===== src/rtl/serial_pkg.sv =====
// Shared types and constants for the serial transmitter.
// Optional feature macro: SERIAL_TX_PARITY_EN (adds an even-parity bit after the data bits).
package serial_pkg;

  localparam int DATA_W = 8;

`ifdef SERIAL_TX_PARITY_EN
  typedef enum logic [2:0] {
    ST_IDLE   = 3'd0,
    ST_START  = 3'd1,
    ST_DATA   = 3'd2,
    ST_PARITY = 3'd3,
    ST_STOP   = 3'd4
  } tx_state_e;
`else
  typedef enum logic [2:0] {
    ST_IDLE  = 3'd0,
    ST_START = 3'd1,
    ST_DATA  = 3'd2,
    ST_STOP  = 3'd3
  } tx_state_e;
`endif

  // Even parity: XOR of all data bits.
  function automatic logic even_parity(input logic [DATA_W-1:0] d);
    return ^d;
  endfunction

endpackage


===== src/rtl/serial_tx_if.sv =====
// FIFO-side handshake and serial line outputs of serial_tx.
// master: the transmitter; slave: the FIFO / line observer.
interface serial_tx_if;
  import serial_pkg::*;

  logic [DATA_W-1:0] Fdata;
  logic              Fempty;
  logic              Ren;
  logic              TxD;
  logic              Busy;

  modport master (input Fdata, input Fempty, output Ren, output TxD, output Busy);
  modport slave  (output Fdata, output Fempty, input Ren, input TxD, input Busy);

endinterface


===== src/rtl/serial_tx_baud_gen.sv =====
// Bit-period counter: counts 0..CLKS_PER_BIT-1 while enabled, restarts on load,
// and flags the last cycle of each bit period.
module baud_gen #(
  parameter int CLKS_PER_BIT = 16
) (
  input  logic ck,
  input  logic rst,
  input  logic i_load,
  input  logic i_en,
  output logic o_bit_end
);

  localparam int            CW   = $clog2(CLKS_PER_BIT);
  localparam logic [CW-1:0] LAST = CW'(CLKS_PER_BIT - 1);

  logic [CW-1:0] r_cnt;

  // Bit-period counter: cleared on load or when idle, wraps at the bit boundary.
  always_ff @(posedge ck or posedge rst) begin
    if (rst) begin
      r_cnt <= '0;
    end else if (i_load) begin
      r_cnt <= '0;
    end else if (i_en) begin
      if (r_cnt == LAST) begin
        r_cnt <= '0;
      end else begin
        r_cnt <= r_cnt + CW'(1);
      end
    end else begin
      r_cnt <= '0;
    end
  end

  assign o_bit_end = i_en && (r_cnt == LAST);

endmodule


===== src/rtl/serial_tx.sv =====
// UART-style serial transmitter fed from a FIFO head (Fdata/Fempty, active-low Ren pop).
// Frame: start(0), 8 data bits LSB first, [even parity], stop(1); back-to-back frames
// have no idle gap. Define SERIAL_TX_PARITY_EN to add the parity bit.
module serial_tx
  import serial_pkg::*;
#(
  parameter int CLKS_PER_BIT = 16
) (
  input  logic ck,
  input  logic rst,
  serial_tx_if.master bus
);

  tx_state_e         r_state;
  logic [DATA_W-1:0] r_shift;
  logic [2:0]        r_bit_idx;
  logic              r_txd;
  logic              r_ren;
  logic              r_busy;
`ifdef SERIAL_TX_PARITY_EN
  logic              r_par;
`endif

  logic w_load;
  logic w_en;
  logic w_bit_end;

  assign w_en = (r_state != ST_IDLE);

  baud_gen #(.CLKS_PER_BIT(CLKS_PER_BIT)) u_baud (
    .ck       (ck),
    .rst      (rst),
    .i_load   (w_load),
    .i_en     (w_en),
    .o_bit_end(w_bit_end)
  );

  // Load decision: FIFO is sampled only in IDLE or on the last stop-bit cycle.
  always_comb begin
    w_load = 1'b0;
    case (r_state)
      ST_IDLE: w_load = ~bus.Fempty;
      ST_STOP: w_load = w_bit_end & ~bus.Fempty;
      default: w_load = 1'b0;
    endcase
  end

  // Transmit FSM with registered TxD, Ren and Busy.
  always_ff @(posedge ck or posedge rst) begin
    if (rst) begin
      r_state   <= ST_IDLE;
      r_shift   <= '0;
      r_bit_idx <= 3'd0;
      r_txd     <= 1'b1;
      r_ren     <= 1'b1;
      r_busy    <= 1'b0;
`ifdef SERIAL_TX_PARITY_EN
      r_par     <= 1'b0;
`endif
    end else begin
      r_ren <= 1'b1;
      if (w_load) begin
        r_shift   <= bus.Fdata;
        r_bit_idx <= 3'd0;
        r_txd     <= 1'b0;
        r_ren     <= 1'b0;
        r_busy    <= 1'b1;
        r_state   <= ST_START;
`ifdef SERIAL_TX_PARITY_EN
        r_par     <= even_parity(bus.Fdata);
`endif
      end else begin
        case (r_state)
          ST_IDLE: begin
            r_txd  <= 1'b1;
            r_busy <= 1'b0;
          end
          ST_START: begin
            if (w_bit_end) begin
              r_state   <= ST_DATA;
              r_txd     <= r_shift[0];
              r_shift   <= {1'b0, r_shift[DATA_W-1:1]};
              r_bit_idx <= 3'd0;
            end
          end
          ST_DATA: begin
            if (w_bit_end) begin
              if (r_bit_idx == 3'd7) begin
`ifdef SERIAL_TX_PARITY_EN
                r_state <= ST_PARITY;
                r_txd   <= r_par;
`else
                r_state <= ST_STOP;
                r_txd   <= 1'b1;
`endif
              end else begin
                r_bit_idx <= r_bit_idx + 3'd1;
                r_txd     <= r_shift[0];
                r_shift   <= {1'b0, r_shift[DATA_W-1:1]};
              end
            end
          end
`ifdef SERIAL_TX_PARITY_EN
          ST_PARITY: begin
            if (w_bit_end) begin
              r_state <= ST_STOP;
              r_txd   <= 1'b1;
            end
          end
`endif
          ST_STOP: begin
            // Reaching here at bit end means no byte was waiting.
            if (w_bit_end) begin
              r_state <= ST_IDLE;
              r_txd   <= 1'b1;
              r_busy  <= 1'b0;
            end
          end
          default: begin
            r_state <= ST_IDLE;
            r_txd   <= 1'b1;
            r_busy  <= 1'b0;
          end
        endcase
      end
    end
  end

  assign bus.TxD  = r_txd;
  assign bus.Ren  = r_ren;
  assign bus.Busy = r_busy;

endmodule


===== src/flat_wrapper.sv =====
// flat-port wrapper written by rule: the top's interface ports become plain ports
module serial_tx_flat import serial_pkg::*;
#(
  parameter int CLKS_PER_BIT = 16
)
  (ck, rst, bus_Fdata, bus_Fempty, bus_Ren, bus_TxD, bus_Busy);
  serial_tx_if bus_i ();
  input  logic ck;
  input  logic rst;
  input wire logic [$bits(bus_i.Fdata)-1:0] bus_Fdata;
  input wire logic [$bits(bus_i.Fempty)-1:0] bus_Fempty;
  output wire logic [$bits(bus_i.Ren)-1:0] bus_Ren;
  output wire logic [$bits(bus_i.TxD)-1:0] bus_TxD;
  output wire logic [$bits(bus_i.Busy)-1:0] bus_Busy;
  assign bus_i.Fdata = bus_Fdata;
  assign bus_i.Fempty = bus_Fempty;
  assign bus_Ren = bus_i.Ren;
  assign bus_TxD = bus_i.TxD;
  assign bus_Busy = bus_i.Busy;
  serial_tx #(.CLKS_PER_BIT(CLKS_PER_BIT)) u_core (.ck(ck), .rst(rst), .bus(bus_i));
endmodule

===== config.mk =====
export PLATFORM = sky130hd
export DESIGN_NAME = serial_tx_flat
export DESIGN_NICKNAME = d
export VERILOG_FILES = /design/src/rtl/serial_pkg.sv /design/src/rtl/serial_tx_if.sv /design/src/rtl/serial_tx_baud_gen.sv /design/src/rtl/serial_tx.sv /design/src/flat_wrapper.sv
export SDC_FILE = /design/constraint.sdc
export NUM_CORES = 1
export LEC_CHECK = 0
export CORE_MARGIN = 1.5
export CORE_UTILIZATION = 25
export CTS_CLUSTER_SIZE = 10
export DETAILED_ROUTE_END_ITERATION = 7
export HOLD_SLACK_MARGIN = 0.15
export SYNTH_ARGS = -nofsm -noshare
export SYNTH_HDL_FRONTEND = slang
export SYNTH_SLANG_ARGS = --single-unit
export TNS_END_PERCENT = 20

===== constraint.sdc =====
create_clock -name ck -period 2.3 [get_ports ck]
set_input_delay 0.345 -clock ck [delete_from_list [all_inputs] [get_ports ck]]
set_output_delay 0.345 -clock ck [all_outputs]
set_load 0.005 [all_outputs]

==> flow_summary.yaml <==
sta:
  fin_crit_ps: 2100
  finalHoldViolCount: 0
  setup_tns_ps: 0
  slew_violations: 0
  min_period_over_period_pct: 91.2
  tightest_slew_ps: 760
  max_freq_ghz: 0.477
  setup_viol: 0
  fin_worst_skew_ps: 1.27
  timing.hold.ws_ps: 464
  rsz0062_at_grt: "no"
  slew_headroom_pct: 49.3
status:
  status: "completed"
die:
  die_y_um: 71.5
  io_pins: 14
  die_w_um: 71.5
  die_area_um2: 5110
  core_um2: 4440
  initial_core_util_pct: 26.4
  rows: 24
placed_design:
  place.gp.congestion: 0.775
  dp_hpwl_mm: 1.67
  io_buffers: 13
finish:
  area_growth_syn_to_layout_pct: 22.0
  layout_common_cells: "18 x dfrtp_1, 13 x mux2_4, 13 x clkdlybuf4s50_1"
  finalNetCount: 129
  antennaDiodeCount: 0
  layout-drive-gt1-share_pct: 30.9
  layout_commonest_cell: "dfrtp_1"
synthesis:
  yosysSeqAreaShare_pct: 42.9
  synthTopCellsByArea: "dfrtp_1 38%, mux2_4 17%, ha_1 7.5%"
  synth.distinct_cells: 36
  syn_avg_cell_area_um2: 12.6
  synth_top_cell_by_area: "dfrtp_1"
  synth_area_um2: 1170
  synth-seq-cells: 20
  synth_top_area_share_pct: 38.4
  yosysWarnings: 0
  synthCells: 93
  synth_nets: 111
cts:
  cts_buffers: 3
  postCtsSetupBuffers: 0
  clock_latency_ps: 250
  clk_pin_slew_ps: 70
  htree_levels: 1
  cts_tree: "done"
  cts_sinks: 20
  clockBufferDepth: 2
  cts-root-buf: "clkbuf_8"
routing:
  postRouteAntennaNets: 0
  firstDrtPassIters: 6
  num_vias: 750
  viasPerCell: 4.63
  drt-initial-drc-count: 15
  drc: 0
  wl_per_cell_um: 13.6
  drt_wl_total_mm: 2.21
global_route:
  grt_max_degree: 21
  grt_use_total_pct: 9.46
  grt_pass1_vias: 814
  grt_overflow_total: 0
  grt_first_pass_wirelength_mm: 3.84
  antenna_found_initial: 0
critical_path:
  worstPathRequired_ps: 2440
  crit_path_start: "u_core.r_state[1]"
  worstReg2RegStart: "u_core.r_state[1]"
  cp-end-kind: "flip-flop"
  arrival_ps: 2240
  r2r_slack_ps: 200
  worstSetupStartpointType: "flip-flop"
  critPathMaxFanout: 11
  crit_type: "reg -> reg"
pwr:
  p_per_area_nw_per_um2: 1330
  vdd.ir_drop.worst_mv: 0.702
  cellLeakagePower_nw: 0.639
  total_power_mw: 1.90
worst_hold_path:
  hold_start: "u_core.u_baud.r_cnt[0]"
  hold_class: "reg -> reg"
run:
  timing.max_cap.violations: 0
[logic make-up after synthesis]
kind of cell             share of synthesized area [%]
buffers and inverters                             5.76
flip-flops                                        42.9
XOR/XNOR                                          1.49
multiplexers                                      20.3
adder cells (fa/ha/maj)                           7.47
AND/OR/NAND/NOR                                   12.2
AO/OA/AOI/OAI                                     9.93
[worst paths after layout]
path,end,cells past startpoint
setup / recovery,u_core.r_shift[4],7
hold / removal,u_core.u_baud.r_cnt[0],1
setup reg to reg,u_core.r_shift[4],7
hold reg to reg,u_core.u_baud.r_cnt[0],1
max in group asynchronous,u_core.r_state[0],2
min in group asynchronous,u_core.r_shift[4],2
[report_power, final]
group,internal (mW),switching [mW],leakage (nW)
clock network,0.152,0.113,0.0288
registers,0.504,0.0977,0.256
logic,0.562,0.475,0.354
[cell usage after synthesis]
cell,count
a21oi_2,1
nor2_1,5
mux2_2,2
nor4_1,1
o21ai_1,2
o31a_1,1
dfrtp_1,18
and4b_1,1
dfstp_2,2
a31o_2,1
a31oi_2,1
a21o_1,1
nor2_8,1
mux2i_1,2
o21ai_0,2
clkbuf_1,1
nor3_2,1
nor2b_1,1
a21oi_1,2
nor3_1,1
xor2_1,1
xnor2_1,1
a22o_1,1
a221oi_2,1
a2bb2oi_1,1
nor3b_1,2
nor4_4,1
nand4_1,2
inv_1,7
buf_6,3
inv_2,1
a21boi_0,1
nand2_1,2
nand3_1,2
mux2_4,13
ha_1,7
[layer usage]
metal / share of wire (%) / track usage, %
met1: 45 / 11.7
met5: 0 / 0
met4: 0.54 / 3.14
met2: 51 / 16.3
met3: 3.9 / 2.11
[layout make-up]
cell class              instances  area, um^2
fillers                       440        3010
multi-input cells              61         604
flip-flops and latches         20         503
repair buffers                 17         173
well taps                      52        65.1
clock buffers                   4        55.1
inverters                       8        30.0
[flip-flops by register name, summed over array words and instances, names as in the netlist]
name	flops
u_core.r_bit_idx	3
u_core.r_shift	8
u_core.bus.Busy	1
u_core.bus.Ren	1
u_core.u_baud.r_cnt	4
u_core.r_state	2
u_core.bus.TxD	1
[critical path, cell delays in order (launching register included)]
cell and delay [ps]:
dfrtp_1 420, inv_1 90, ha_2 310, a31oi_2 100, nor4_4 280, buf_12 190, mux2_2 330, mux2_2 270
[timing repair]
action / CTS / global route
endpoints found under the setup margin: 0 / 7
resized for setup: 0 / 1
hold buffers: 0 / 0
[through the flow]
| stage | area, um^2 | worst slack [ps] | instances | util [%] |
|---|---|---|---|---|
| 3_3_place_gp | 1370 | 136 | 158 | 30.9 |
| 3_5_place_dp | 1370 | 89.6 | 158 | 30.9 |
| 5_1_grt | 1430 | 48.7 | 162 | 32.2 |
| 6_report | 1430 | 202 | 162 | 32.2 |
| 2_1_floorplan | 1170 | 365 | 93 | - |
| 4_1_cts | 1430 | 81.8 | 162 | 32.1 |
No activity file was read; power rests on OpenSTA's default activity.
